--- src/rtl/fp_pkg.sv ---
// fp_pkg: shared definitions for the floating-point add/subtract unit.
//   fp_state_t     - sequencer states (IDLE, ALIGN, ADD, NORM, ROUND, DONE)
//   FP_EXP_W/MAN_W - default single-precision field split
//   fp_bias()      - exponent bias for a given exponent width
//   fp_sign_pos()  - bit position of the sign in {sign, exp, man}
//   fp_exp_lsb()   - bit position of the exponent LSB in {sign, exp, man}
package fp_pkg;

   localparam int FP_EXP_W = 8;
   localparam int FP_MAN_W = 23;

   typedef enum logic [2:0] {
      ST_IDLE  = 3'd0,
      ST_ALIGN = 3'd1,
      ST_ADD   = 3'd2,
      ST_NORM  = 3'd3,
      ST_ROUND = 3'd4,
      ST_DONE  = 3'd5
   } fp_state_t;

   function automatic int fp_bias(input int exp_w);
      return (1 << (exp_w - 1)) - 1;
   endfunction

   function automatic int fp_sign_pos(input int exp_w, input int man_w);
      return exp_w + man_w;
   endfunction

   function automatic int fp_exp_lsb(input int man_w);
      return man_w;
   endfunction

endpackage

--- src/rtl/fp_lzc.sv ---
// fp_lzc: combinational leading-zero counter.
//   din   [WIDTH-1:0] - value to scan from the MSB
//   count [CNT_W-1:0] - number of leading zeros; WIDTH when din is all zero
module fp_lzc #(
   parameter int WIDTH = 27,
   parameter int CNT_W = $clog2(WIDTH + 1)
) (
   input  logic [WIDTH-1:0] din,
   output logic [CNT_W-1:0] count
);

   // Scan LSB to MSB so the highest set bit is the last one to assign.
   always_comb begin
      count = CNT_W'(WIDTH);
      for (int i = 0; i < WIDTH; i++) begin
         if (din[i]) count = CNT_W'(WIDTH - 1 - i);
      end
   end

endmodule

--- src/rtl/fp_addsub_seq.sv ---
// fp_addsub_seq: multi-cycle floating-point adder/subtractor, round to
// nearest even, denormals flushed to zero, fixed 5-cycle latency.
//   clk, n_rst          - clock, synchronous active-low reset
//   start, sub          - request and add(0)/subtract(1) select
//   op_a, op_b          - operands {sign, exp, man}
//   result              - registered result, held until the next one
//   busy, done          - busy in ALIGN..ROUND, done pulses in DONE
//   overflow, underflow - saturated to +-inf / flushed to +-0
//   zero                - result magnitude is zero
//   dbg_state           - current sequencer state
//
// Handshake: start is accepted only in IDLE or DONE; sub/op_a/op_b are
// sampled on that same edge. An accepted start at edge t gives busy=1 in
// cycles t+1..t+4 and a single done pulse with valid result/flags in t+5.
// start while busy is dropped, nothing is queued.
module fp_addsub_seq
   import fp_pkg::*;
#(
   parameter int EXP_W = FP_EXP_W,
   parameter int MAN_W = FP_MAN_W
) (
   input  logic                     clk,
   input  logic                     n_rst,
   input  logic                     start,
   input  logic                     sub,
   input  logic [EXP_W+MAN_W:0]     op_a,
   input  logic [EXP_W+MAN_W:0]     op_b,
   output logic [EXP_W+MAN_W:0]     result,
   output logic                     busy,
   output logic                     done,
   output logic                     overflow,
   output logic                     underflow,
   output logic                     zero,
   output fp_state_t                dbg_state
);

   localparam int W    = 1 + EXP_W + MAN_W;
   localparam int FW   = MAN_W + 4;             // {sig, guard, round, sticky}
   localparam int LZ_W = $clog2(MAN_W + 5);
   localparam int EW   = EXP_W + LZ_W + 2;      // signed working exponent
   localparam logic [EXP_W-1:0]        EXP_ONES = '1;
   localparam logic signed [EW-1:0]    EXP_MAX  = EW'((1 << EXP_W) - 1);

   fp_state_t state_q, state_d;
   logic [W-1:0]           result_q, result_d;
   logic                   busy_q, busy_d, done_q, done_d;
   logic                   ovf_q, ovf_d, unf_q, unf_d, zero_q, zero_d;
   logic                   sign_a_q, sign_a_d, sign_b_q, sign_b_d;
   logic [EXP_W-1:0]       exp_a_q, exp_a_d, exp_b_q, exp_b_d;
   logic [MAN_W-1:0]       man_a_q, man_a_d, man_b_q, man_b_d;
   logic                   special_q, special_d, spec_sign_q, spec_sign_d;
   logic                   sign_q, sign_d, eff_sub_q, eff_sub_d;
   logic signed [EW-1:0]   exp_q, exp_d;
   logic [FW-1:0]          sig_a_q, sig_a_d, sig_b_q, sig_b_d;
   logic [FW:0]            sum_q, sum_d;
   logic [FW-1:0]          norm_q, norm_d;

   // alignment / rounding intermediates
   logic                   a_zero, b_zero, a_spec, b_spec, swap;
   logic [EXP_W+MAN_W-1:0] key_a, key_b;
   logic [EXP_W-1:0]       big_exp, small_exp;
   logic [FW-1:0]          big_sig, small_sig, shifted;
   logic [31:0]            diff;
   logic                   lost;
   logic [LZ_W-1:0]        lz_cnt;
   logic                   rnd_inc;
   logic [MAN_W+1:0]       rnd_sig;
   logic signed [EW-1:0]   rnd_exp;
   logic [MAN_W-1:0]       rnd_man;

   fp_lzc #(.WIDTH(FW), .CNT_W(LZ_W)) u_lzc (
      .din   (sum_q[FW-1:0]),
      .count (lz_cnt)
   );

   always_comb begin
      state_d     = state_q;
      result_d    = result_q;
      ovf_d       = ovf_q;
      unf_d       = unf_q;
      zero_d      = zero_q;
      sign_a_d    = sign_a_q;
      sign_b_d    = sign_b_q;
      exp_a_d     = exp_a_q;
      exp_b_d     = exp_b_q;
      man_a_d     = man_a_q;
      man_b_d     = man_b_q;
      special_d   = special_q;
      spec_sign_d = spec_sign_q;
      sign_d      = sign_q;
      eff_sub_d   = eff_sub_q;
      exp_d       = exp_q;
      sig_a_d     = sig_a_q;
      sig_b_d     = sig_b_q;
      sum_d       = sum_q;
      norm_d      = norm_q;

      // Exponent 0 means zero; a zeroed key makes it the smaller operand.
      a_zero    = (exp_a_q == '0);
      b_zero    = (exp_b_q == '0);
      a_spec    = (exp_a_q == EXP_ONES);
      b_spec    = (exp_b_q == EXP_ONES);
      key_a     = a_zero ? '0 : {exp_a_q, man_a_q};
      key_b     = b_zero ? '0 : {exp_b_q, man_b_q};
      swap      = (key_b > key_a);
      big_exp   = swap ? exp_b_q : exp_a_q;
      small_exp = swap ? exp_a_q : exp_b_q;
      big_sig   = (swap ? b_zero : a_zero) ? '0 :
                  {1'b1, (swap ? man_b_q : man_a_q), 3'b000};
      small_sig = (swap ? a_zero : b_zero) ? '0 :
                  {1'b1, (swap ? man_a_q : man_b_q), 3'b000};
      diff      = 32'(big_exp) - 32'(small_exp);
      if (diff >= 32'(FW)) begin
         shifted = '0;
         lost    = |small_sig;
      end else begin
         shifted = small_sig >> diff;
         lost    = |(small_sig << (32'(FW) - diff));
      end

      // Round-to-nearest-even on the normalised {1, man, g, r, s} field.
      rnd_inc = norm_q[2] & (norm_q[1] | norm_q[0] | norm_q[3]);
      rnd_sig = {1'b0, norm_q[FW-1:3]} + (MAN_W+2)'(rnd_inc);
      rnd_exp = rnd_sig[MAN_W+1] ? exp_q + EW'(1) : exp_q;
      rnd_man = rnd_sig[MAN_W+1] ? rnd_sig[MAN_W:1] : rnd_sig[MAN_W-1:0];

      case (state_q)
         ST_IDLE, ST_DONE: begin
            state_d = ST_IDLE;
            if (start) begin
               state_d  = ST_ALIGN;
               sign_a_d = op_a[W-1];
               exp_a_d  = op_a[W-2:MAN_W];
               man_a_d  = op_a[MAN_W-1:0];
               sign_b_d = op_b[W-1] ^ sub;
               exp_b_d  = op_b[W-2:MAN_W];
               man_b_d  = op_b[MAN_W-1:0];
               ovf_d    = 1'b0;
               unf_d    = 1'b0;
               zero_d   = 1'b0;
            end
         end
         ST_ALIGN: begin
            state_d     = ST_ADD;
            special_d   = a_spec | b_spec;
            spec_sign_d = a_spec ? sign_a_q : sign_b_q;
            sign_d      = swap ? sign_b_q : sign_a_q;
            eff_sub_d   = sign_a_q ^ sign_b_q;
            exp_d       = $signed({{(EW-EXP_W){1'b0}}, big_exp});
            sig_a_d     = big_sig;
            sig_b_d     = {shifted[FW-1:1], shifted[0] | lost};
         end
         ST_ADD: begin
            state_d = ST_NORM;
            // After the swap A >= B, so the difference is never negative.
            sum_d = eff_sub_q ? ({1'b0, sig_a_q} - {1'b0, sig_b_q})
                              : ({1'b0, sig_a_q} + {1'b0, sig_b_q});
         end
         ST_NORM: begin
            state_d = ST_ROUND;
            if (sum_q[FW]) begin
               norm_d = {sum_q[FW:2], sum_q[1] | sum_q[0]};
               exp_d  = exp_q + EW'(1);
            end else begin
               norm_d = sum_q[FW-1:0] << lz_cnt;
               exp_d  = exp_q - $signed({{(EW-LZ_W){1'b0}}, lz_cnt});
            end
         end
         ST_ROUND: begin
            state_d = ST_DONE;
            if (special_q) begin
               result_d = {spec_sign_q, EXP_ONES, {MAN_W{1'b0}}};
               ovf_d    = 1'b1;
            end else if (norm_q == '0) begin
               result_d = '0;
               zero_d   = 1'b1;
            end else if (rnd_exp >= EXP_MAX) begin
               result_d = {sign_q, EXP_ONES, {MAN_W{1'b0}}};
               ovf_d    = 1'b1;
            end else if (rnd_exp[EW-1] || rnd_exp == '0) begin
               result_d = {sign_q, {(W-1){1'b0}}};
               unf_d    = 1'b1;
               zero_d   = 1'b1;
            end else begin
               result_d = {sign_q, rnd_exp[EXP_W-1:0], rnd_man};
            end
         end
         default: state_d = ST_IDLE;
      endcase

      busy_d = (state_d == ST_ALIGN) || (state_d == ST_ADD) ||
               (state_d == ST_NORM)  || (state_d == ST_ROUND);
      done_d = (state_d == ST_DONE);
   end

   always_ff @(posedge clk) begin
      if (!n_rst) begin
         state_q     <= ST_IDLE;
         result_q    <= '0;
         busy_q      <= 1'b0;
         done_q      <= 1'b0;
         ovf_q       <= 1'b0;
         unf_q       <= 1'b0;
         zero_q      <= 1'b0;
         sign_a_q    <= 1'b0;
         sign_b_q    <= 1'b0;
         exp_a_q     <= '0;
         exp_b_q     <= '0;
         man_a_q     <= '0;
         man_b_q     <= '0;
         special_q   <= 1'b0;
         spec_sign_q <= 1'b0;
         sign_q      <= 1'b0;
         eff_sub_q   <= 1'b0;
         exp_q       <= '0;
         sig_a_q     <= '0;
         sig_b_q     <= '0;
         sum_q       <= '0;
         norm_q      <= '0;
      end else begin
         state_q     <= state_d;
         result_q    <= result_d;
         busy_q      <= busy_d;
         done_q      <= done_d;
         ovf_q       <= ovf_d;
         unf_q       <= unf_d;
         zero_q      <= zero_d;
         sign_a_q    <= sign_a_d;
         sign_b_q    <= sign_b_d;
         exp_a_q     <= exp_a_d;
         exp_b_q     <= exp_b_d;
         man_a_q     <= man_a_d;
         man_b_q     <= man_b_d;
         special_q   <= special_d;
         spec_sign_q <= spec_sign_d;
         sign_q      <= sign_d;
         eff_sub_q   <= eff_sub_d;
         exp_q       <= exp_d;
         sig_a_q     <= sig_a_d;
         sig_b_q     <= sig_b_d;
         sum_q       <= sum_d;
         norm_q      <= norm_d;
      end
   end

   assign result    = result_q;
   assign busy      = busy_q;
   assign done      = done_q;
   assign overflow  = ovf_q;
   assign underflow = unf_q;
   assign zero      = zero_q;
   assign dbg_state = state_q;

endmodule
--- config.mk ---
export PLATFORM = sky130hd
export DESIGN_NAME = fp_addsub_seq
export DESIGN_NICKNAME = d
export VERILOG_FILES = /design/src/rtl/fp_pkg.sv /design/src/rtl/fp_lzc.sv /design/src/rtl/fp_addsub_seq.sv
export SDC_FILE = /design/constraint.sdc
export NUM_CORES = 1
export LEC_CHECK = 0
export CORE_MARGIN = 2
export CORE_UTILIZATION = 60
export CTS_BUF_LIST = sky130_fd_sc_hd__clkbuf_8
export DETAILED_ROUTE_END_ITERATION = 6
export HOLD_SLACK_MARGIN = 0.05
export MAX_ROUTING_LAYER = met4
export PLACE_DENSITY = 0.93
export SLEW_MARGIN = 20
export SYNTH_ARGS = -nofsm -noshare
export SYNTH_HDL_FRONTEND = slang
export SYNTH_HIERARCHICAL = 1
export SYNTH_SLANG_ARGS = --single-unit
--- constraint.sdc ---
create_clock -name clk -period 7.8 [get_ports clk]
set_clock_uncertainty 0.15 [all_clocks]
set_input_delay 1.56 -clock clk [delete_from_list [all_inputs] [get_ports clk]]
set_output_delay 1.56 -clock clk [all_outputs]
set_load 0.01 [all_outputs]
* Word-level counts from Yosys, hierarchy flattened
Index checks and enable logic that the tools add are counted.
Operators by class: equal/unequal tests 21, reduce and logical (&&, ||, !) cells 18, bitwise gates (word level) 8, $add $sub $neg 7, divide/modulo/power cells 0, mux-type cells 66, $mul 0, shift operators 3, magnitude comparators 3
Operator list (count):
- $mux W31 | 4
- $mux W27 | 4
- $mux W5 | 16
- $mux W23 | 3
- $mux W32 | 2
- $reduce_or A27 Y1 | 2
- $ge A32 B5 Y1 const B | 1
- $mux W4 | 8
- $shl A27 B32 Y27 | 1
- $shr A27 B32 Y27 | 1
- $gt A31 B31 Y1 | 1
- $mux W15 | 2
- $pmux W15 S2 | 1
- $add A27 B27 Y28 | 1
- $mux W28 | 1
- $sub A27 B27 Y28 | 1
- $logic_not A27 Y1 | 1
- $shl A27 B5 Y27 | 1
- $add A24 B1 Y25 | 1
- $mux W1 | 17
- $eq A8 B8 Y1 const B | 2
- $logic_not A8 Y1 | 2
- $mux W8 | 2
- $add A15 B2 Y15 const B | 1
- 24 further kinds | 50
Storage, ports and cells: word-level logic and storage cells 148, bits in read-only memories 0, bits in latches 0, flip-flop bits (word level) 232, memories 0, bits of input ports 68, RAM bits 0

* Depth between registers and ports, before layout
Gate-level depths: netlist of run 1.
word-level depth 30, mapped depth 31, gate-level depth less buffers 22

* By module
Netlist of run 1, hierarchy kept.
Modules (own cells, without submodules):
- fp_addsub_seq | area an instance 16882.4 um^2, instances 1, cells an instance 2279
- fp_lzc | area an instance 277.8 um^2, instances 1, cells an instance 51

* Least setup slack after synthesis of run 1
OpenSTA, ideal clock, no wires.
path type register to register, start register exp_a_q[7], end register sig_b_q[11], path slack 0.770 ns, arrival 6.753 ns, stages on the path, launching flop included 29, cells stage by stage dfxtp_1 -> clkbuf_1 -> nor4_1 -> nand2_1 -> clkbuf_1 -> buf_1 -> buf_1 -> nand2_1 -> ha_1 -> a21oi_1 -> a21oi_1 -> o31a_1 -> or4_1 -> buf_2 -> nand2_2 -> buf_2 -> buf_2 -> buf_2 -> buf_1 -> mux2i_1 -> ha_1 -> buf_1 -> buf_1 -> clkbuf_1 -> mux2i_1 -> mux2i_1 -> mux2_2 -> a32oi_1 -> nor2_1
Between the ends: word-level cells in the longest chain between the ends 7
Ends and longest elaborated chain:
- start, declared | line fp_addsub_seq.sv:49 | logic [EXP_W-1:0] exp_a_q, exp_a_d, exp_b_q, exp_b_d;
- start signal, assigned | line fp_addsub_seq.sv:230 | exp_a_q <= exp_a_d;
- $logic_not A8 Y1 | line fp_addsub_seq.sv:99 | a_zero = (exp_a_q == '0);
- $mux W31 | line fp_addsub_seq.sv:103 | key_a = a_zero ? '0 : {exp_a_q, man_a_q};
- $gt A31 B31 Y1 | line fp_addsub_seq.sv:105 | swap = (key_b > key_a);
- $mux W8, or another cell as far along | line fp_addsub_seq.sv:106 | big_exp = swap ? exp_b_q : exp_a_q;
- $sub A8 B8 Y9 or $mux W27 (tied branches) | line fp_addsub_seq.sv:112, fp_addsub_seq.sv:110
- $ge A32 B5 Y1 or $shr A27 B32 Y27 (tied branches) | line fp_addsub_seq.sv:113, fp_addsub_seq.sv:117
- $mux W27 * | line fp_addsub_seq.sv:113 | if (diff >= 32'(FW)) begin
- end signal, assigned | line fp_addsub_seq.sv:240 | sig_b_q <= sig_b_d;
- end, declared | line fp_addsub_seq.sv:54 | logic [FW-1:0] sig_a_q, sig_a_d, sig_b_q, sig_b_d;
Every way passes the cells marked *; elsewhere a longest branch is shown, timed or not. A chain may end at the register's enable or synchronous reset.

* Final worst setup path of run 1
start register exp_a_q[0], end register sig_b_q[0]
Between the ends: word-level cells in the longest chain between the ends 10
Ends and longest elaborated chain:
- $logic_not A8 Y1 | line fp_addsub_seq.sv:99
- $mux W31 | line fp_addsub_seq.sv:103
- $gt A31 B31 Y1 | line fp_addsub_seq.sv:105
- $mux W8 (on tied branches) | line fp_addsub_seq.sv:106, fp_addsub_seq.sv:107
- $sub A8 B8 Y9 | line fp_addsub_seq.sv:112 | diff = 32'(big_exp) - 32'(small_exp);
- $sub A6 B9 Y10 | line fp_addsub_seq.sv:118 | lost = |(small_sig << (32'(FW) - diff));
- $shl A27 B32 Y27 | line fp_addsub_seq.sv:118
- $reduce_or A27 Y1 | line fp_addsub_seq.sv:118
- $mux W1 | line fp_addsub_seq.sv:113
- $or A1 B1 Y1 * | line fp_addsub_seq.sv:151 | sig_b_d = {shifted[FW-1:1], shifted[0] | lost};
Marked as above.

==> results of run 1 <==
==> power by group <==
| part | internal, mW | switching (mW) | total (mW) |
|---|---|---|---|
| clock | 0.607 | 0.523 | 1.13 |
| sequential | 1.27 | 0.195 | 1.46 |
| combinational | 1.50 | 2.64 | 4.14 |
==> flip-flops by register name (all words and copies together) (netlist names) <==
register	count
done	1
underflow	1
zero	1
sign_b_q	1
sig_a_q	24
result	32
exp_q	15
dbg_state	3
overflow	1
special_q	1
eff_sub_q	1
exp_a_q	8
sign_q	1
man_a_q	23
sig_b_q	27
spec_sign_q	1
sum_q	28
exp_b_q	8
man_b_q	23
busy	1
sign_a_q	1
norm_q	27
==> tightest hold or removal path: cells and delay by family (launching register included) <==
family	cells	cell delay, ns
AOI/OAI and AO/OA	1	0.05
DFF	1	0.31
and+or+nand+nor	1	0.05
==> final cells by class <==
class,count,area share [%]
multi-input combinational,1881,61.6
timing repair buffer,135,6.70
clock inverter,25,0.883
inverter,54,1.09
clock buffer,46,3.31
tap,378,2.47
sequential,229,24.0
==> worst min-delay path by stage <==
stage                              end  slack, ns
3_5_place_dp   result[18]$_SDFFE_PN0P_       0.30
4_1_cts        result[18]$_SDFFE_PN0P_       0.31
5_1_grt         result[0]$_SDFFE_PN0P_       0.34
2_1_floorplan  result[31]$_SDFFE_PN0P_       0.30
3_3_place_gp     overflow$_SDFFE_PN0P_       0.29
6_report       result[18]$_SDFFE_PN0P_       0.30
==> layout by cell type (no fill, tap or decap), drive strengths merged, types with 37 or more instances in the layout <==
master,Yosys,final
dfxtp,229,229
inv,52,64
nor2,217,217
ha,66,66
xnor2,60,60
nor3,74,74
mux2i,112,112
clkdlybuf4s50,0,107
nand2,416,416
a211oi,37,37
o21ai,85,85
clkbuf,123,46
nand3,68,68
nor4,43,43
a21oi,238,238
and2,48,48
==> stage by stage <==
stage	utilization, %	power [mW]	worst slack (ns)	hold slack (ns)	instance area, sq um
2_1_floorplan	-	4.50	0.770	0.297	17200
3_3_place_gp	65.5	5.44	1.37	0.288	18300
3_5_place_dp	65.5	5.48	1.23	0.296	18300
4_1_cts	68.4	6.62	1.22	0.305	19100
5_1_grt	68.5	7.14	0.729	0.339	19100
6_report	68.5	6.73	1.07	0.303	19100
==> layer usage <==
| layer | vias up | routed length [um] |
|---|---|---|
| li1 | 8419 | - |
| met1 | 8298 | 22100 |
| met2 | 966 | 26600 |
| met3 | 233 | 4120 |
| met4 | 0 | 3120 |
| met5 | - | 0 |
==> kinds of logic (layout without fill, tap and decap cells) <==
family                   count (synthesis)  after routing
AND/OR/NAND/NOR                        983            983
XOR/XNOR                                88             88
AO/OA/AOI/OAI                          601            601
flip-flops                             229            229
adder cells (fa/ha/maj)                 69             69
buffers and inverters                  220            260
multiplexers                           140            140
==> out/results.tsv, run 1 <==
stage	metric	value	unit
worst_setup_path	rr_startpoint	exp_a_q[0]$_SDFFE_PN0P_	
sta	slew_violations	0	
place	gp_congestion	0.987	
global_routing	grt_first_pass_wirelength	88800	um
sta	tightest_slew	1.09	ns
global_routing	grt.busiest_layer	met2	
worst_setup_path	ff2ff_setup_slack	1.07	ns
synthesis	synth-compound-area-share	22.8	%
worst_setup_path	crit_path_frequent_cell	o211ai_1	
synthesis	synth_fa_ha_area_share	5.05	%
synthesis	synthDistinctLibCells	101	
synthesis	synth_edf_count	0	
global_routing	grt_pass1_vias	16900	
min_path	worstHoldStart	result[18]$_SDFFE_PN0P_	
synthesis	synthTopCellsByCount	nand2_1 (415), a21oi_1 (237), dfxtp_1 (229)	
global_routing	gr-usage-met3	4.75	%
finish	finalNetCount	2476	
worst_setup_path	r2r-end	sig_b_q[0]$_SDFFE_PN0P_	
die	die_x	173	um
min_path	hp-class	flop to flop	
sta	setup_tns	0	ns
worst_setup_path	cp_max_fo	27	
detailed_routing	wirelength	55900	um
finish	drive_above_1_share	7.00	%
synthesis	synthArstFlopShare	0	%
synthesis	yosys.area.top_type_share	26.7	%
worst_setup_path	startpoint	exp_a_q[0]$_SDFFE_PN0P_	
worst_setup_path	path_buf_inv	1	
die	initial_core_util	61.4	%
synthesis	synth_warnings	6	
die	die_y	173	um
clocking	cts.hold.buffers_added	0	
finish	final_cells	2748	
global_routing	grt_start_max_net_pins	104	
synthesis	synth_largest_area_cell	dfxtp_1	
global_routing	overflow	0	
detailed_routing	wl_per_cell	20.4	um
worst_setup_path	reg2reg_depth	21	
clocking	cts_tree	yes	
synthesis	ys_seq_area_share	26.7	%
sta	finalCritPeriodShare	86.3	%
clocking	cts_resized	0	
run	cap_violations	0	
detailed_routing	drtAntennaViolNets	0	
synthesis	syn_area_per_cell	7.36	sq um
sta	setup_violations	0	
sta	hold_viol_final	0	
detailed_routing	drtPass1Iterations	6	
global_routing	track_usage	37.2	%
synthesis	synth.most_common_cell	nand2_1	
worst_setup_path	worstPathArrival	7.00	ns
worst_setup_path	cpLargestDelayFamily	simple AND/OR/NAND/NOR gates	
worst_setup_path	crit_required	8.07	ns
sta	relSlewSlack	27.2	%
power_and_ir_drop	power.density	352	mW/mm^2
sta	min_period	6.73	ns
global_routing	use_met2	61.8	%
synthesis	synth-simple-area-share	26.3	%
synthesis	synth_xor_xnor_area_share	4.54	%
place	placedCellCount	2677	
synthesis	synth_top_family_by_area	simple AND/OR/NAND/NOR gates	
clocking	h-tree-depth	2	
worst_setup_path	start_kind	flop	
die	core-area	0.0279	sq mm
clocking	clock_sinks	229	
synthesis	synth_area	0.0172	sq mm
worst_setup_path	timing.critical_path.to	sig_b_q[0]$_SDFFE_PN0P_	
synthesis	synth_area_leaders	dfxtp_1 (27%), nand2_1 (9.1%), a21oi_1 (6.9%)	
synthesis	synth.area.mux_share	9.55	%
worst_setup_path	cp.depth	21	
place	port_buffers	107	
global_routing	grt_antenna_before_repair	0	
worst_setup_path	cp_cell_sequence	nor4_1 -> nand2_1 -> buf_4 -> nand2_1 -> ha_1 -> a21oi_1 -> o21a_1 -> o211ai_1 -> or4_1 -> nand2_2 -> mux2i_1 -> ha_2 -> nand2_1 -> o32a_1 -> o211ai_1 -> o21ai_0 -> or3_1 -> a2111oi_2 -> o211ai_1 -> o211ai_1 -> a41oi_2	
min_path	worstHoldPathCells	2	
die	fp-row-count	61	
clocking	post-cts-setup-buffer-count	0	
detailed_routing	drtIter0Drc	1992	
clocking	cts_buffers	40	
detailed_routing	drcViolationCount	0	
clocking	cts_root_buffer	clkbuf_8	
worst_setup_path	crit_path_top_delay_cell	ha_2	
finish	seq_area	0.00458	sq mm
global_routing	met1_usage	44.4	%
die	num_io_pins	108	
synthesis	synthCells	2330	
finish	area_growth	11.4	%
finish	antenna_cells	0	
die	die_area	0.0300	sq mm
clocking	cts_max_path_buffers	3	
synthesis	synthesis.nets	2465	
place	dpl.hpwl	41400	um
clocking	clock_latency	0.57	ns
clocking	clkTransAtPathRegs	0.06	ns
worst_setup_path	crit_type	flop to flop	
detailed_routing	vias_per_cell	6.52	
power_and_ir_drop	p_leak	6.92	nW
power_and_ir_drop	vdd.ir_drop.worst	0.228	mV
worst_setup_path	cpPeakStageDelay	0.72	ns
synthesis	synth_ff_type	dfxtp_1	
synthesis	yosys_register_bits	229	
worst_setup_path	worstSetupEndpointType	flop	
sta	rsz0062_at_grt	false	
detailed_routing	vias	17900	
finish	fillers	2339	
outcome	status	finished clean	
finish	multi_input_area	0.0118	sq mm
sta	max_freq	149	MHz
No activity file was read; power rests on OpenSTA's default activity.
==> run 2, diff against run 1 <==
- SLEW_MARGIN: 20 -> default
==> run 2 against run 1 <==
Die area unchanged. Sequential share of layout area is essentially flat. Combinational power about the same. Setup slack improved by 0.033 ns. Worst hold slack about the same. Largest power group unchanged.
==> out/results.tsv, run 2 (synthesis results as in run 1) <==
stage	metric	value	unit	change
place	dpl_cell_area	0.0183	sq mm	unchanged
finish	final_common_cell	nand2_1		
sta	rsz0062_at_grt	false		
outcome	status	finished clean		
detailed_routing	wirelength	55800	um	-0.16%
sta	relSlewSlack	20.9	%	-6.4 points
detailed_routing	drcViolationCount	0		unchanged
finish	area_growth	11.4	%	about the same
place	dpl.hpwl	41400	um	unchanged
clocking	cts_max_path_buffers	3		unchanged
detailed_routing	drtAntennaViolNets	0		unchanged
sta	final.setup.worst_slack	1.10	ns	+0.0329 ns
detailed_routing	drtIter0Drc	1957		-1.8%
finish	finalNetCount	2476		unchanged
die	die_y	173	um	unchanged
worst_setup_path	crit_required	8.07	ns	about the same
place	gp_congestion	0.987		unchanged
global_routing	overflow	0		unchanged
worst_setup_path	crit_path_top_delay_cell	ha_2		
power_and_ir_drop	p_leak	6.92	nW	about the same
global_routing	grt_pass1_vias	16900		unchanged
worst_setup_path	cp.depth	21		unchanged
worst_setup_path	worstPathArrival	6.97	ns	-0.03 ns
finish	final_area	0.0191	sq mm	about the same
clocking	cts_tree	yes		
clocking	clkTransAtPathRegs	0.06	ns	about the same
die	initial_core_util	61.4	%	unchanged
sta	max_freq	149	MHz	+0.49%
clocking	cts_resized	0		unchanged
global_routing	grt_first_pass_wirelength	88800	um	unchanged
min_path	hp-class	flop to flop		
finish	final_cells	2748		unchanged
run	cap_violations	0		unchanged
clocking	cts.hold.buffers_added	0		unchanged
finish	drive_above_1_share	6.88	%	-0.13 points
worst_setup_path	worstSetupEndpointType	flop		
sta	finalCritPeriodShare	85.8	%	-0.42 points
clocking	clock_latency	0.57	ns	about the same
clocking	post-cts-setup-buffer-count	0		unchanged
power_and_ir_drop	vdd.ir_drop.worst	0.229	mV	+0.29%
clocking	clock_sinks	229		unchanged
sta	slew_violations	0		unchanged
sta	setup_violations	0		unchanged
worst_setup_path	cp_max_fo	27		unchanged
worst_setup_path	crit_path_frequent_cell	o211ai_1		
sta	setup_tns	0	ns	unchanged
clocking	h-tree-depth	2		unchanged
sta	hold_viol_final	0		unchanged
worst_setup_path	reg2reg_depth	21		unchanged
worst_setup_path	cpLargestDelayFamily	simple AND/OR/NAND/NOR gates		
global_routing	grt_start_max_net_pins	104		unchanged
detailed_routing	vias_per_cell	6.51		-0.20%
detailed_routing	drtPass1Iterations	5		-1
finish	multi_input_area	0.0118	sq mm	-0.13%
finish	fillers	2343		+0.17%
die	die_x	173	um	unchanged
place	port_buffers	107		unchanged
worst_setup_path	cp_cell_sequence	nor4_1 -> nand2_1 -> buf_4 -> nand2_1 -> ha_1 -> a21oi_1 -> o21a_1 -> o211ai_1 -> or4_1 -> nand2_2 -> mux2i_1 -> ha_2 -> nand2_1 -> o32a_1 -> o211ai_1 -> o21ai_0 -> or3_1 -> a2111oi_2 -> o211ai_1 -> o211ai_1 -> a41oi_2		
place	placedCellCount	2677		unchanged
finish	seq_area	0.00458	sq mm	unchanged
place	dpl_worst_slack	1.23	ns	unchanged
worst_setup_path	path_buf_inv	1		unchanged
worst_setup_path	start_kind	flop		
clocking	cts_root_buffer	clkbuf_8		
die	die_area	0.0300	sq mm	unchanged
finish	largest_reg_flops	32		unchanged
sta	tightest_slew	1.18	ns	+0.0886 ns
global_routing	grt_antenna_before_repair	0		unchanged
global_routing	track_usage	37.2	%	unchanged
detailed_routing	wl_per_cell	20.3	um	-0.16%
finish	final_cell_mix	nand2_1 (415), a21oi_1 (236), dfxtp_1 (229)		
worst_setup_path	crit_type	flop to flop		
detailed_routing	vias	17900		-0.20%
clocking	cts_buffers	40		unchanged
die	fp-row-count	61		unchanged
die	core-area	0.0279	sq mm	unchanged
power_and_ir_drop	power.density	352	mW/mm^2	about the same
sta	min_period	6.70	ns	-0.0329 ns
min_path	worstHoldPathCells	2		unchanged
die	num_io_pins	108		unchanged
finish	antenna_cells	0		unchanged
worst_setup_path	cpPeakStageDelay	0.72	ns	about the same
==> run 2: cell counts in the layout (fill, tap and decap cells not counted) <==
Identical to the previous run, type by type.
==> run 2: final timing paths <==
check,startpoint,endpoint,slack [ns]
setup / recovery,exp_a_q[0]$_SDFFE_PN0P_,sig_b_q[0]$_SDFFE_PN0P_,1.10
hold / removal,result[18]$_SDFFE_PN0P_,result[18]$_SDFFE_PN0P_,0.30
setup reg to reg,exp_a_q[0]$_SDFFE_PN0P_,sig_b_q[0]$_SDFFE_PN0P_,1.10
hold reg to reg,result[18]$_SDFFE_PN0P_,result[18]$_SDFFE_PN0P_,0.30
==> run 2: metal layers <==
metal	GRT usage, %	wire, um	up-vias
met5	-	0	-
met4	18.5	3070	0
met3	4.75	4010	220
met2	61.8	26700	945
met1	44.4	22100	8279
li1	-	-	8436
==> run 2: power breakdown <==
part           internal (mW)  leakage (nW)  switching (mW)
clock network          0.607         0.459           0.522
logic                   1.50          4.60            2.64
registers               1.27          1.86           0.194
total                   3.37          6.92            3.36
==> run 2: final cells by class <==
class	count	area share (%)
clock buffer	46	3.31
clock inverter	25	0.884
inverter	54	1.09
multi-input combinational	1881	61.5
sequential	229	24.0
tap	378	2.47
timing repair buffer	135	6.70
==> run 2: worst min-delay path, delay by kind of cell, from the launching register on <==
| kind | cells | cell delay, ns |
|---|---|---|
| AOI/OAI and AO/OA | 1 | 0.05 |
| DFF | 1 | 0.31 |
| and+or+nand+nor | 1 | 0.05 |
==> run 2: stage by stage <==
stage / power, mW / utilization [%] / hold slack [ns]
after global routing: 7.14 / 68.4 / 0.339
after CTS: 6.62 / 68.4 / 0.305
final: 6.73 / 68.4 / 0.303
after global placement: 5.44 / 65.5 / 0.288
after detailed placement: 5.48 / 65.5 / 0.296
after floorplan: 4.50 / - / 0.297
